## config.mk

```make
export PLATFORM = sky130hd
export DESIGN_NAME = bsg_mesh_router_input_buffer
export DESIGN_NICKNAME = d
export VERILOG_FILES = /design/src/rtl/bsg_mesh_router_input_buffer_pkg.sv /design/src/rtl/bsg_mesh_router_input_fifo.sv /design/src/rtl/bsg_mesh_router_input_buffer.sv
export SDC_FILE = /design/constraint.sdc
export NUM_CORES = 1
export LEC_CHECK = 0
export CAP_MARGIN = 40
export CORE_ASPECT_RATIO = 1.75
export CORE_MARGIN = 2
export CORE_UTILIZATION = 38
export CTS_BUF_LIST = sky130_fd_sc_hd__clkbuf_8
export DETAILED_ROUTE_END_ITERATION = 16
export PLACE_DENSITY = 0.61
export SYNTH_ARGS = -nofsm -noshare
export SYNTH_HDL_FRONTEND = slang
export SYNTH_SLANG_ARGS = --single-unit
```

## constraint.sdc

```tcl
create_clock -name clk_i -period 5.4 [get_ports clk_i]
set_input_delay 1.08 -clock clk_i [delete_from_list [all_inputs] [get_ports clk_i]]
set_output_delay 1.08 -clock clk_i [all_outputs]
set_load 0.03 [all_outputs]
```

## src/rtl/bsg_mesh_router_input_buffer_pkg.sv

```systemverilog
// Shared definitions for the mesh router input buffer.
//   dir_e      : direction index order used on every packed per-direction port
//                (P=0, W=1, E=2, N=3, S=4), same order as bsg_noc_pkg.
//   ptr_width  : FIFO pointer width for a given depth (index bits + wrap bit).
package bsg_mesh_router_input_buffer_pkg;

    typedef enum logic [2:0] {
        P = 3'd0,
        W = 3'd1,
        E = 3'd2,
        N = 3'd3,
        S = 3'd4
    } dir_e;

    // The extra MSB is the wrap bit. It separates full from empty when the
    // index bits of the two pointers are equal.
    function automatic int ptr_width(input int els);
        return $clog2(els) + 1;
    endfunction

endpackage

```

## src/rtl/bsg_mesh_router_input_fifo.sv

```systemverilog
// Single-direction circular FIFO between one mesh link and the router.
//   clk_i        : clock
//   reset_i      : synchronous reset, active-low
//   link_data_i  : incoming flit
//   link_v_i     : incoming flit valid
//   link_ready_o : FIFO can accept a flit (registered state only)
//   data_o       : head flit (stale contents when v_o=0)
//   v_o          : head flit valid (registered state only)
//   yumi_i       : router consumed the head flit
//   err_o        : sticky flag, link drove valid while ready was low
module bsg_mesh_router_input_fifo
    import bsg_mesh_router_input_buffer_pkg::*;
#(
    parameter int width_p = 8,
    parameter int els_p   = 2
) (
    input  logic               clk_i,
    input  logic               reset_i,
    input  logic [width_p-1:0] link_data_i,
    input  logic               link_v_i,
    output logic               link_ready_o,
    output logic [width_p-1:0] data_o,
    output logic               v_o,
    input  logic               yumi_i,
    output logic               err_o
);

    localparam int ptr_w = ptr_width(els_p);
    localparam int idx_w = ptr_w - 1;

    logic [ptr_w-1:0]   rd_ptr;
    logic [ptr_w-1:0]   wr_ptr;
    logic [width_p-1:0] mem [els_p];

    logic empty;
    logic full;
    logic enq;
    logic deq;
    logic violation;

    assign empty = (rd_ptr == wr_ptr);
    assign full  = (rd_ptr[idx_w-1:0] == wr_ptr[idx_w-1:0])
                && (rd_ptr[idx_w] != wr_ptr[idx_w]);

    // Both handshake outputs come from pointers and reset_i only, so a router
    // that raises yumi_i combinationally from v_o cannot close a loop.
    assign link_ready_o = ~full  & reset_i;
    assign v_o          = ~empty & reset_i;
    assign data_o       = mem[rd_ptr[idx_w-1:0]];

    assign enq       = link_v_i & link_ready_o;
    assign deq       = yumi_i   & v_o;
    assign violation = link_v_i & ~link_ready_o & reset_i;

    // NOTE: sequential state uses non-blocking assignments. All updates then
    // see the same pre-edge values, and the order of statements does not matter.
    always_ff @(posedge clk_i) begin
        if (!reset_i) begin
            rd_ptr <= '0;
            wr_ptr <= '0;
            err_o  <= 1'b0;
        end else begin
            if (enq)       wr_ptr <= wr_ptr + ptr_w'(1);
            if (deq)       rd_ptr <= rd_ptr + ptr_w'(1);
            if (violation) err_o  <= 1'b1;
        end
    end

    // NOTE: the storage array has no reset. Entries are only read after they
    // are written, because v_o gates them. This keeps the array a plain RAM.
    always_ff @(posedge clk_i) begin
        if (enq) mem[wr_ptr[idx_w-1:0]] <= link_data_i;
    end

endmodule

```

## src/rtl/bsg_mesh_router_input_buffer.sv

```systemverilog
// Per-direction input buffering stage in front of the mesh router.
//   clk_i        : clock
//   reset_i      : synchronous reset, active-low
//   link_data_i  : dirs_p packed incoming flits, direction d at [d*width_p +: width_p]
//   link_v_i     : incoming flit valid per direction
//   link_ready_o : buffer can accept a flit per direction
//   data_o       : head flit per direction, to router data_i
//   v_o          : head valid per direction, to router v_i
//   yumi_i       : head consumed per direction, from router yumi_o
//   err_o        : sticky link protocol-violation flag per direction
module bsg_mesh_router_input_buffer
    import bsg_mesh_router_input_buffer_pkg::*;
#(
    parameter int width_p = 8,
    parameter int dirs_p  = 5,
    parameter int els_p   = 2,
    parameter bit debug_p = 1'b0
) (
    input  logic                      clk_i,
    input  logic                      reset_i,
    input  logic [dirs_p*width_p-1:0] link_data_i,
    input  logic [dirs_p-1:0]         link_v_i,
    output logic [dirs_p-1:0]         link_ready_o,
    output logic [dirs_p*width_p-1:0] data_o,
    output logic [dirs_p-1:0]         v_o,
    input  logic [dirs_p-1:0]         yumi_i,
    output logic [dirs_p-1:0]         err_o
);

    for (genvar d = 0; d < dirs_p; d++) begin : g_dir
        bsg_mesh_router_input_fifo #(
            .width_p (width_p),
            .els_p   (els_p)
        ) fifo (
            .clk_i        (clk_i),
            .reset_i      (reset_i),
            .link_data_i  (link_data_i[d*width_p +: width_p]),
            .link_v_i     (link_v_i[d]),
            .link_ready_o (link_ready_o[d]),
            .data_o       (data_o[d*width_p +: width_p]),
            .v_o          (v_o[d]),
            .yumi_i       (yumi_i[d]),
            .err_o        (err_o[d])
        );
    end

    // A yumi with no valid head is ignored by the FIFO. This check only flags
    // the router bug in simulation.
    if (debug_p) begin : g_debug
        a_no_yumi_without_v : assert property (
            @(posedge clk_i) disable iff (!reset_i) ((yumi_i & ~v_o) == '0)
        ) else $error("yumi_i asserted while v_o low: yumi=%b v=%b", yumi_i, v_o);
    end

endmodule

```

==> impl_table.tex, run 1 <==
\begin{tabular}{lr}
\hline
Metric & Value \\
\hline
\multicolumn{2}{l}{\textbf{Flow run}} \\
\quad Count of max-cap constraint violations & 0 \\
\multicolumn{2}{l}{\textbf{Power}} \\
\quad Ratio of total power to cell area & 307.0 nW/um2 \\
\quad VDD IR-drop max & $\sim$0.14 mV \\
\quad PnR Total Power & 1.803 mW \\
\quad Lkg Pwr & 1.970 nW \\
\multicolumn{2}{l}{\textbf{Clocking}} \\
\quad CTS Buf Count & 9 \\
\quad Deepest clock path buffer count & 2 \\
\quad Clock insertion delay at the later pin of the skew report & approximately 0.37 ns \\
\quad Clock-pin slew on the worst setup and hold paths & 0.10 ns \\
\quad Postcts setup bufs & 0 \\
\quad H-Tree Depth & 3 \\
\quad Post\_cts resized & 0 \\
\quad Hold-fix buffers at CTS & 0 \\
\quad Clock root buffer master & sky130\_fd\_sc\_hd\_\_clkbuf\_8 \\
\quad TritonCTS clock tree & yes \\
\quad Clock sinks & 110 \\
\multicolumn{2}{l}{\textbf{Critical path}} \\
\quad Worst reg2reg setup slack & roughly 3.6 ns \\
\quad CP cell instances & clkdlybuf4s50\_1 > inv\_1 > a21oi\_1 > clkdlybuf4s50\_1 \\
\quad Critical Path Source & reset\_i \\
\quad Cell with the biggest individual delay on the critical path & sky130\_fd\_sc\_hd\_\_clkdlybuf4s50\_1 \\
\quad Critical path buffer and inverter count & 3 \\
\quad Number of cells on the worst reg-to-reg path & 4 \\
\quad Startpoint class of the critical path & primary input \\
\quad Arrival time of data at the critical path endpoint & between 3 and 4 ns \\
\quad Startpoint of the worst-slack reg-to-reg timing path & g\_dir[1].fifo.rd\_ptr[1] \\
\quad Total number of cells along the worst setup path & 4 \\
\quad Family of cells with the greatest summed delay on the critical path & buffers and inverters \\
\quad Crit path max fanout & 17 \\
\quad Type of destination of the critical path & output port \\
\quad Critical R2R Capture & g\_dir[1].fifo.mem[0][7] \\
\quad Required time reported for the critical path endpoint & 4.32 ns \\
\quad Most repeated library cell on the critical path & sky130\_fd\_sc\_hd\_\_clkdlybuf4s50\_1 \\
\quad Path type of the worst setup path & in -> out \\
\quad Crit path largest cell delay & roughly 0.75 ns \\
\multicolumn{2}{l}{\textbf{Synthesis}} \\
\quad Ys flop type & sky130\_fd\_sc\_hd\_\_edfxtp\_1 \\
\quad Post-Synthesis Net Count & around 380 \\
\quad Portion of the post-synthesis area used by sequential elements & 0.6543 \\
\quad Number of different library cells in the post-synthesis netlist & 20 \\
\quad Synthesized cell area & 4589 um2 \\
\quad Mean cell area of the mapped netlist & between 10 and 15 um2 \\
\quad Count of yosys warnings during synthesis & 0 \\
\quad Synthesis-stage register bit count & 110 \\
\quad Synth Instances & between 300 and 400 \\
\quad Fraction of synthesis flops using an asynchronous set or reset pin & 0 \\
\quad Cell types with the largest area share after synthesis & sky130\_fd\_sc\_hd\_\_edfxtp\_1, sky130\_fd\_sc\_hd\_\_dfxtp\_1, sky130\_fd\_sc\_hd\_\_mux2\_2 \\
\quad Number of enable flip-flop cells after synthesis & 80 \\
\quad Share of Yosys cell area claimed by the top area cell type & 0.5234 \\
\quad Largest area contributor in the netlist & sky130\_fd\_sc\_hd\_\_edfxtp\_1 \\
\multicolumn{2}{l}{\textbf{Global routing}} \\
\quad Maximum number of pins on one net before global-route repair & 19 \\
\quad Total global routing track utilization & 0.1402 \\
\quad Wire length of the first global-routing pass & $\sim$14,000 um \\
\quad Total overflow reported by the global router & 0 \\
\quad Antenna violations before repair & 0 \\
\quad Number of global-route vias before repair & roughly 2,900 \\
\multicolumn{2}{l}{\textbf{Place}} \\
\quad Post-DP HPWL & $\sim$6400 um \\
\quad Cell total after placement & roughly 550 \\
\quad Number of buffer cells added on primary ports & $\sim$110 \\
\quad Weighted congestion reported at the end of routability-driven placement & around 0.7 \\
\multicolumn{2}{l}{\textbf{Hold path}} \\
\quad Origin of the worst min-delay path & g\_dir[0].fifo.err\_o \\
\quad Class of the worst hold path & reg -> reg \\
\quad Hold Path Depth & 2 \\
\quad Worst min-delay path endpoint & g\_dir[0].fifo.err\_o \\
\multicolumn{2}{l}{\textbf{Floorplanning}} \\
\quad Top-Level Pins & 107 \\
\quad Vertical die dimension & 149.4 um \\
\quad Number of cell rows & 53 \\
\quad Initial cell density of the core & 0.3866 \\
\quad Die footprint & 13,010 um2 \\
\quad Horizontal extent of the die & 87.08 um \\
\quad Core footprint & approximately 12,000 um2 \\
\multicolumn{2}{l}{\textbf{STA}} \\
\quad Final slew viol count & 0 \\
\quad Total negative slack & 0 ns \\
\quad Worst hold-check slack & 0.4867 ns \\
\quad Max\_slew headroom & 0.4255 \\
\quad Part of the cycle the worst path needs & 0.8008 \\
\quad Final-report hold violation count & 0 \\
\quad F\_max & 0.2313 GHz \\
\quad Setup repair after global routing missed its margin & no \\
\quad Worst Skew & $\sim$0.014 ns \\
\quad Pin slew with the least headroom to its limit & around 0.86 ns \\
\quad Minimum clock period after layout & approximately 4.3 ns \\
\quad Count of endpoints failing setup in the final report & 0 \\
\multicolumn{2}{l}{\textbf{Layout}} \\
\quad Diodes inserted & 0 \\
\quad Utilization of the core after routing & 0.4947 \\
\quad Final Instance Count excl. Fillers & around 560 \\
\quad Area taken by multi-input logic gates & about 1400 um2 \\
\quad Most frequent standard cell in the layout excluding fill and tap cells & sky130\_fd\_sc\_hd\_\_clkdlybuf4s50\_1 \\
\quad Most used cells in the layout excluding fill and tap cells & sky130\_fd\_sc\_hd\_\_clkdlybuf4s50\_1, sky130\_fd\_sc\_hd\_\_edfxtp\_1, sky130\_fd\_sc\_hd\_\_mux2\_2 \\
\quad Number of filler instances in the final layout & 1,034 \\
\quad Nets & between 400 and 500 \\
\quad Sequential standard cell area & 3003 um2 \\
\quad Share of final-layout standard cells stronger than drive strength 1 & 0.1733 \\
\quad Synthesis-to-layout area growth & 27.94\% \\
\multicolumn{2}{l}{\textbf{Route}} \\
\quad Drc violations & 0 \\
\quad Vias per std cell & 5.064 \\
\quad Via count of the routed design & approximately 2,900 \\
\quad Post-route ant nets & 0 \\
\quad Initial DRC count & 73 \\
\quad Routed length per placed instance & around 16 um \\
\quad Iteration count of the initial detailed-routing pass & 4 \\
\quad Wire length reported by the detailed router & 8976 um \\
\multicolumn{2}{l}{\textbf{Outcome}} \\
\quad Run status & complete, no violations \\
\hline
\end{tabular}
[synth_stat cells, drive strengths merged (10+ instances only)]
library cell,count
clkbuf,10
edfxtp,80
xnor2,10
nand3b,10
nor2,20
mux2,40
a21oi,25
buf,25
nand2b,10
dfxtp,30
nand2,10
mux2i,10
a31oi,20
nand3,15
[through the flow]
step | worst slack, ns | cell area (um2)
after floorplan | 2.668 | 4589
after global placement | 1.125 | 5637
after detailed placement | 1.031 | 5687
after CTS | 1.021 | 5872
after global routing | 0.9323 | 5872
final | 1.076 | 5872
[sequential cells by signal, indices dropped and copies added, names as in the netlist, named ones only]
name,flops
g_dir.fifo.wr_ptr,10
g_dir.fifo.rd_ptr,10
g_dir.fifo.mem,80
g_dir.fifo.err_o,5
[where the power goes]
part | leakage (nW) | total [mW] | internal, mW | switching (mW)
registers | 0.979 | 0.994 | 0.951 | 0.0427
clock network | 0.0941 | 0.461 | 0.183 | 0.278
logic | 0.897 | 0.348 | 0.168 | 0.180
total | 1.97 | 1.80 | 1.30 | 0.501
[tightest hold or removal path, delay by kind of cell (launching register included)]
| family | cells | cell delay, ns |
|---|---|---|
| simple gates | 1 | 0.07 |
| flops | 1 | 0.34 |
| compound gates | 1 | 0.05 |
[per-layer routing]
layer,up-vias,share of wire,track usage
met2,76,0.53,0.2469
met1,1381,0.41,0.1596
met5,-,0,0
li1,1390,-,-
met3,9,0.039,0.02822
met4,0,0.017,0.06484
[layout make-up]
| cell class | count | area share |
|---|---|---|
| clock buffer | 10 | 0.02344 |
| clock inverter | 6 | 0.008097 |
| inverter | 1 | 0.0006393 |
| multi-input combinational | 185 | 0.2355 |
| sequential | 110 | 0.5114 |
| tap | 137 | 0.02919 |
| timing repair buffer | 115 | 0.1918 |
[how the worst max path moves through the flow]
stage | endpoint | slack, ns
2_1_floorplan | link_ready_o[0] | 2.67
3_3_place_gp | v_o[3] | 1.13
5_1_grt | link_ready_o[1] | 0.93
4_1_cts | link_ready_o[1] | 1.02
6_report | link_ready_o[1] | 1.08
3_5_place_dp | link_ready_o[1] | 1.03
[cell families (layout without fill, tap and decap cells)]
logic type,count (synthesis),count (layout),synth area share
buffers and inverters,36,132,0.04444
AO/OA/AOI/OAI,50,50,0.06407
AND/OR/NAND/NOR,70,70,0.08042
flip-flops,110,110,0.6543
multiplexers,50,50,0.1200
XOR/XNOR,15,15,0.03680
(Power assumes the default switching activity.)
==> run 2, diff against run 1 <==
clock period = 4.25 ns   (was 5.4 ns; I/O delays follow)
==> impl_table.tex, run 2 (synthesized netlist as in run 1, its figures left out) <==
\begin{tabular}{lr}
\hline
Metric & Value \\
\hline
\multicolumn{2}{l}{\textbf{Outcome}} \\
\quad Run status & complete, no violations (unchanged) \\
\multicolumn{2}{l}{\textbf{Power}} \\
\quad Lkg Pwr & 1.998 nW (was 1.970 nW) \\
\quad Ratio of total power to cell area & 400.7 nW/um2 (was 307.0 nW/um2) \\
\quad VDD IR-drop max & 0.1671 mV (was 0.1416 mV) \\
\multicolumn{2}{l}{\textbf{Clocking}} \\
\quad TritonCTS clock tree & yes (unchanged) \\
\quad Post\_cts resized & 0 (unchanged) \\
\quad Clock insertion delay at the later pin of the skew report & 0.37 ns (about the same) \\
\quad Postcts setup bufs & 0 (unchanged) \\
\quad Clock root buffer master & sky130\_fd\_sc\_hd\_\_clkbuf\_8 (unchanged) \\
\quad Clock-pin slew on the worst setup and hold paths & 0.11 ns (was 0.10 ns) \\
\quad H-Tree Depth & 3 (unchanged) \\
\quad Deepest clock path buffer count & 2 (unchanged) \\
\quad Hold-fix buffers at CTS & 0 (unchanged) \\
\quad Clock sinks & 110 (unchanged) \\
\quad CTS Buf Count & 9 (unchanged) \\
\multicolumn{2}{l}{\textbf{Flow run}} \\
\quad Count of max-cap constraint violations & 0 (unchanged) \\
\multicolumn{2}{l}{\textbf{Layout}} \\
\quad Number of filler instances in the final layout & 1,045 (was 1,034) \\
\quad Diodes inserted & 0 (unchanged) \\
\quad Utilization of the core after routing & 0.4954 (was 0.4947) \\
\quad Final standard cell area without fillers & 5881 um2 (was 5872 um2) \\
\quad Share of final-layout standard cells stronger than drive strength 1 & 0.1948 (was 0.1733) \\
\quad Most used cells in the layout excluding fill and tap cells & sky130\_fd\_sc\_hd\_\_clkdlybuf4s50\_1, sky130\_fd\_sc\_hd\_\_edfxtp\_1, sky130\_fd\_sc\_hd\_\_mux2\_2 (unchanged) \\
\quad Most frequent standard cell in the layout excluding fill and tap cells & sky130\_fd\_sc\_hd\_\_clkdlybuf4s50\_1 (unchanged) \\
\quad Largest register FFs & 80 (unchanged) \\
\quad Nets & 473 (was 474) \\
\quad Synthesis-to-layout area growth & 28.14\% (was 27.94\%) \\
\multicolumn{2}{l}{\textbf{STA}} \\
\quad Minimum clock period after layout & $\sim$3.1 ns \\
\quad Setup repair after global routing missed its margin & no (unchanged) \\
\quad Part of the cycle the worst path needs & 0.7355 \\
\quad Max\_slew headroom & 0.4090 (was 0.4255) \\
\quad Worst Skew & 0.01223 ns (was 0.01392 ns) \\
\quad Final slew viol count & 0 (unchanged) \\
\quad Total negative slack & 0 ns (unchanged) \\
\quad Final-report hold violation count & 0 (unchanged) \\
\quad F\_max & 0.3199 GHz \\
\quad Count of endpoints failing setup in the final report & 0 (unchanged) \\
\quad Pin slew with the least headroom to its limit & 0.8865 ns (was 0.8618 ns) \\
\multicolumn{2}{l}{\textbf{Critical path}} \\
\quad Cell with the biggest individual delay on the critical path & sky130\_fd\_sc\_hd\_\_clkdlybuf4s50\_1 (unchanged) \\
\quad Critical Path Source & reset\_i (unchanged) \\
\quad Required time reported for the critical path endpoint & 3.40 ns (was 4.32 ns) \\
\quad Type of destination of the critical path & output port (unchanged) \\
\quad Startpoint class of the critical path & primary input (unchanged) \\
\quad Critical path capture point & v\_o[4] (was link\_ready\_o[1]) \\
\quad Path type of the worst setup path & in -> out (unchanged) \\
\quad Startpoint of the worst-slack reg-to-reg timing path & g\_dir[4].fifo.rd\_ptr[1] (was g\_dir[1].fifo.rd\_ptr[1]) \\
\quad CP cell instances & clkdlybuf4s50\_1 > buf\_4 > inv\_1 > a21oi\_1 > buf\_12 (was clkdlybuf4s50\_1 > inv\_1 > a21oi\_1 > clkdlybuf4s50\_1) \\
\quad Crit path max fanout & 17 (unchanged) \\
\quad Critical R2R Capture & g\_dir[4].fifo.mem[0][2] (was g\_dir[1].fifo.mem[0][7]) \\
\quad Number of cells on the worst reg-to-reg path & 4 (unchanged) \\
\quad Worst reg2reg setup slack & 2.31 ns (was 3.55 ns) \\
\quad Crit path largest cell delay & 0.46 ns (was 0.75 ns) \\
\quad Arrival time of data at the critical path endpoint & 2.28 ns (was 3.24 ns) \\
\multicolumn{2}{l}{\textbf{Floorplanning}} \\
\quad Vertical die dimension & 149.4 um (unchanged) \\
\quad Top-Level Pins & 107 (unchanged) \\
\quad Die footprint & 13,010 um2 (unchanged) \\
\quad Core footprint & 11,870 um2 (unchanged) \\
\quad Initial cell density of the core & 0.3866 (unchanged) \\
\quad Horizontal extent of the die & 87.08 um (unchanged) \\
\quad Number of cell rows & 53 (unchanged) \\
\multicolumn{2}{l}{\textbf{Route}} \\
\quad Wire length reported by the detailed router & 8890 um (was 8976 um) \\
\quad Iteration count of the initial detailed-routing pass & 4 (unchanged) \\
\quad Via count of the routed design & 2,855 (was 2,856) \\
\quad Routed length per placed instance & 15.79 um (was 15.91 um) \\
\quad Initial DRC count & 136 (was 73) \\
\quad Drc violations & 0 (unchanged) \\
\quad Post-route ant nets & 0 (unchanged) \\
\quad Vias per std cell & 5.071 (was 5.064) \\
\multicolumn{2}{l}{\textbf{Hold path}} \\
\quad Class of the worst hold path & reg -> reg (unchanged) \\
\multicolumn{2}{l}{\textbf{Global routing}} \\
\quad Antenna violations before repair & 0 (unchanged) \\
\quad Number of global-route vias before repair & 2,905 (was 2,917) \\
\quad Maximum number of pins on one net before global-route repair & 20 (was 19) \\
\quad Total global routing track utilization & 0.1394 (was 0.1402) \\
\quad Total overflow reported by the global router & 0 (unchanged) \\
\quad Wire length of the first global-routing pass & 13,930 um (was 13,970 um) \\
\multicolumn{2}{l}{\textbf{Place}} \\
\quad Cell area after placement & 5677 um2 (was 5687 um2) \\
\quad Number of buffer cells added on primary ports & 106 (unchanged) \\
\quad Post-DP HPWL & 6282 um (was 6396 um) \\
\quad Weighted congestion reported at the end of routability-driven placement & 0.7265 (was 0.7104) \\
\hline
\end{tabular}
-- run 2: cell count changes in the layout (fill, tap and decap cells not counted), sizes merged --
cell / previous run / this run
clkinv: 6 / 1
clkdlybuf4s50: 106 / 96
inv: 1 / 6
clkbuf: 10 / 9
buf: 9 / 18
bufinv: 0 / 1
-- run 2: metal layers --
metal,track usage,routed length [um],up-vias
met2,0.2370,4622,90
met5,0,0,-
met3,0.03431,435,12
met4,0.05703,156,0
met1,0.1661,3676,1366
li1,-,-,1387
-- run 2: worst min-delay path by stage --
stage	from	endpoint	slack, ns	cells past startpoint
after detailed placement	g_dir[2].fifo.err_o	g_dir[2].fifo.err_o	0.46	2
after CTS	g_dir[2].fifo.err_o	g_dir[2].fifo.err_o	0.49	2
after global placement	g_dir[4].fifo.err_o	g_dir[4].fifo.err_o	0.45	2
after floorplan	g_dir[0].fifo.err_o	g_dir[0].fifo.err_o	0.44	2
after global routing	g_dir[2].fifo.err_o	g_dir[2].fifo.err_o	0.52	2
final	g_dir[2].fifo.err_o	g_dir[2].fifo.err_o	0.48	2
-- run 2: power breakdown --
part	internal (mW)	leakage (nW)	switching, mW
Combinational	0.213	0.912	0.228
Clock	0.282	0.108	0.369
Sequential	1.21	0.979	0.0545
Total	1.70	2.00	0.652
-- run 2: final cells by class --
class,count,area [um2],area share
inverter,1,3.754,0.0006383
clock inverter,7,80.08,0.01362
tap,137,171.4,0.02915
clock buffer,9,123.9,0.02106
sequential,110,3003,0.5106
timing repair buffer,114,1116,0.1898
multi-input combinational,185,1383,0.2351
-- run 2: critical path: cells and delay by family --
family | cells | cell delay (ns)
AOI/OAI and AO/OA | 1 | 0.33
buffers and inverters | 4 | 1.09
-- run 2: per-stage QoR --
stage	total power, mW	hold slack (ns)	instances	worst slack [ns]
3_3_place_gp	1.724	0.4486	545	1.100
2_1_floorplan	1.559	0.4380	331	1.978
5_1_grt	2.466	0.5176	563	0.9823
6_report	2.357	0.4812	563	1.124
3_5_place_dp	1.733	0.4615	547	1.079
4_1_cts	2.388	0.4879	563	1.067
==> run 3, diff against run 2 <==
clock period = 3.2 ns   (was 4.25 ns; I/O delays follow)
==> impl_table.tex, run 3 (synthesized netlist as in run 1, its figures left out) <==
\begin{tabular}{lr}
\hline
Metric & Value \\
\hline
\multicolumn{2}{l}{\textbf{Layout}} \\
\quad Synthesis-to-layout area growth & 28.38\% (was 28.14\%) \\
\quad Most used cells in the layout excluding fill and tap cells & sky130\_fd\_sc\_hd\_\_clkdlybuf4s50\_1, sky130\_fd\_sc\_hd\_\_edfxtp\_1, sky130\_fd\_sc\_hd\_\_mux2\_2 (unchanged) \\
\quad Diodes inserted & 0 (unchanged) \\
\quad Final Instance Count excl. Fillers & 568 (was 563) \\
\quad Number of filler instances in the final layout & 1,038 (was 1,045) \\
\quad Share of final-layout standard cells stronger than drive strength 1 & 0.2019 (was 0.1948) \\
\quad Largest register FFs & 80 (unchanged) \\
\quad Nets & 478 (was 473) \\
\quad Sequential standard cell area & 3003 um2 (unchanged) \\
\quad Most frequent standard cell in the layout excluding fill and tap cells & sky130\_fd\_sc\_hd\_\_clkdlybuf4s50\_1 (unchanged) \\
\quad Utilization of the core after routing & 0.4964 (was 0.4954) \\
\quad Area taken by multi-input logic gates & 1383 um2 (unchanged) \\
\multicolumn{2}{l}{\textbf{Clocking}} \\
\quad H-Tree Depth & 3 (unchanged) \\
\quad Clock-pin slew on the worst setup and hold paths & 0.11 ns (about the same) \\
\quad Clock insertion delay at the later pin of the skew report & 0.36 ns (was 0.37 ns) \\
\quad Clock sinks & 110 (unchanged) \\
\quad Postcts setup bufs & 0 (unchanged) \\
\quad Deepest clock path buffer count & 2 (unchanged) \\
\quad CTS Buf Count & 9 (unchanged) \\
\quad Hold-fix buffers at CTS & 0 (unchanged) \\
\quad Clock root buffer master & sky130\_fd\_sc\_hd\_\_clkbuf\_8 (unchanged) \\
\quad Post\_cts resized & 0 (unchanged) \\
\quad TritonCTS clock tree & yes (unchanged) \\
\multicolumn{2}{l}{\textbf{Floorplanning}} \\
\quad Core footprint & 11,870 um2 (unchanged) \\
\quad Number of cell rows & 53 (unchanged) \\
\quad Horizontal extent of the die & 87.08 um (unchanged) \\
\quad Die footprint & 13,010 um2 (unchanged) \\
\quad Top-Level Pins & 107 (unchanged) \\
\quad Initial cell density of the core & 0.3866 (unchanged) \\
\quad Vertical die dimension & 149.4 um (unchanged) \\
\multicolumn{2}{l}{\textbf{Global routing}} \\
\quad Total overflow reported by the global router & 0 (unchanged) \\
\quad Total global routing track utilization & 0.1350 (was 0.1394) \\
\quad Maximum number of pins on one net before global-route repair & 19 (was 20) \\
\quad Antenna violations before repair & 0 (unchanged) \\
\quad Number of global-route vias before repair & 2,906 (was 2,905) \\
\quad Wire length of the first global-routing pass & 13,590 um (was 13,930 um) \\
\multicolumn{2}{l}{\textbf{Power}} \\
\quad Cell-internal power & 2.177 mW (was 1.704 mW) \\
\quad Net switching share of the total power & 0.2794 (was 0.2768) \\
\quad Sequential cell fraction of total power & 0.555 (was 0.536) \\
\quad Switching power summed over all nets & 844.3 uW (was 652.2 uW) \\
\quad Part of the total power dissipated in the clock network & 0.249 (was 0.277) \\
\quad VDD IR-drop max & 0.2596 mV (was 0.1671 mV) \\
\quad Ratio of total power to cell area & 512.8 nW/um2 (was 400.7 nW/um2) \\
\quad Logic pwr share & 0.196 (was 0.187) \\
\quad Lkg Pwr & 2.003 nW (was 1.998 nW) \\
\multicolumn{2}{l}{\textbf{Place}} \\
\quad Post-DP HPWL & 6413 um (was 6282 um) \\
\quad Weighted congestion reported at the end of routability-driven placement & 0.7564 (was 0.7265) \\
\quad Cell total after placement & 552 (was 547) \\
\quad Number of buffer cells added on primary ports & 106 (unchanged) \\
\multicolumn{2}{l}{\textbf{STA}} \\
\quad Count of endpoints failing setup in the final report & 0 (unchanged) \\
\quad Minimum clock period after layout & between 2 and 3 ns \\
\quad Part of the cycle the worst path needs & 0.7976 \\
\quad Total negative slack & 0 ns (unchanged) \\
\quad Worst Skew & 0.01071 ns (was 0.01223 ns) \\
\quad Max\_slew headroom & 0.6490 (was 0.4090) \\
\quad Pin slew with the least headroom to its limit & 0.5259 ns (was 0.8865 ns) \\
\quad F\_max & around 0.39 GHz \\
\quad Final slew viol count & 0 (unchanged) \\
\quad Worst hold-check slack & 0.4856 ns (was 0.4812 ns) \\
\quad Final-report hold violation count & 0 (unchanged) \\
\quad Setup repair after global routing missed its margin & no (unchanged) \\
\multicolumn{2}{l}{\textbf{Flow run}} \\
\quad Count of max-cap constraint violations & 0 (unchanged) \\
\multicolumn{2}{l}{\textbf{Critical path}} \\
\quad Startpoint of the worst-slack reg-to-reg timing path & g\_dir[4].fifo.rd\_ptr[1] (unchanged) \\
\quad Crit path largest cell delay & 0.59 ns (was 0.46 ns) \\
\quad CP cell instances & mux2\_2 > clkdlybuf4s50\_1 (was clkdlybuf4s50\_1 > buf\_4 > inv\_1 > a21oi\_1 > buf\_12) \\
\quad Cell with the biggest individual delay on the critical path & sky130\_fd\_sc\_hd\_\_clkdlybuf4s50\_1 (unchanged) \\
\quad Startpoint class of the critical path & flop (was primary input) \\
\quad Crit path max fanout & 8 (was 17) \\
\quad Path type of the worst setup path & reg -> out (was in -> out) \\
\quad Required time reported for the critical path endpoint & 2.56 ns (was 3.40 ns) \\
\quad Type of destination of the critical path & output port (unchanged) \\
\quad Arrival time of data at the critical path endpoint & 1.91 ns (was 2.28 ns) \\
\multicolumn{2}{l}{\textbf{Route}} \\
\quad Routed length per placed instance & 15.82 um (was 15.79 um) \\
\quad Initial DRC count & 139 (was 136) \\
\quad Wire length reported by the detailed router & 8985 um (was 8890 um) \\
\quad Drc violations & 0 (unchanged) \\
\quad Iteration count of the initial detailed-routing pass & 4 (unchanged) \\
\quad Post-route ant nets & 0 (unchanged) \\
\quad Via count of the routed design & 2,928 (was 2,855) \\
\quad Vias per std cell & 5.155 (was 5.071) \\
\multicolumn{2}{l}{\textbf{Outcome}} \\
\quad Run status & complete, no violations (unchanged) \\
\multicolumn{2}{l}{\textbf{Hold path}} \\
\quad Class of the worst hold path & reg -> reg (unchanged) \\
\quad Origin of the worst min-delay path & g\_dir[0].fifo.err\_o (was g\_dir[2].fifo.err\_o) \\
\hline
\end{tabular}
==> run 3: per-stage QoR <==
step	worst slack [ns]	area [um2]	power (mW)
after floorplan	1.206	4589	2.070
after global placement	0.7278	5719	2.294
after detailed placement	0.7052	5719	2.305
after CTS	0.5953	5892	3.062
after global routing	0.5622	5892	3.158
final	0.6477	5892	3.021
==> run 3: worst max-delay path, delay by kind of cell, from the launching register on <==
kind	cells	cell delay (ns)
mux	1	0.40
buf+inv	1	0.59
flops	1	0.56
==> run 3: final cells by class <==
class                           count  share of cell area
Inverter                            1           0.0006371
Timing Repair Buffer              119              0.1966
Clock buffer                        9             0.02102
Sequential cell                   110              0.5097
Clock inverter                      7            0.008282
Multi-Input combinational cell    185              0.2347
Tap cell                          137             0.02909
==> run 3: final timing paths <==
check | end | slack (ns) | cells past startpoint
worst max-delay path | data_o[20] | 0.65 | 2
worst min-delay path | g_dir[0].fifo.err_o | 0.49 | 2
worst min register to register | g_dir[0].fifo.err_o | 0.49 | 2
worst max register to register | g_dir[4].fifo.mem[0][7] | 1.67 | 4
==> run 3: metal layers <==
layer  track usage  part of all wire  vias to the layer above
met4       0.05156             0.017                        0
met2        0.2469              0.54                       86
met5             0                 0                        -
met1        0.1506              0.40                     1431
met3       0.02601             0.042                       12
li1              -                 -                     1399
==> run 3: power groups by stage <==
stage | combinational (mW) | sequential, mW | clock, mW
after floorplan | 0.410 | 1.66 | 0
after global placement | 0.588 | 1.71 | 0
after detailed placement | 0.595 | 1.71 | 0
after CTS | 0.599 | 1.68 | 0.785
after global routing | 0.630 | 1.69 | 0.839
final | 0.592 | 1.68 | 0.753
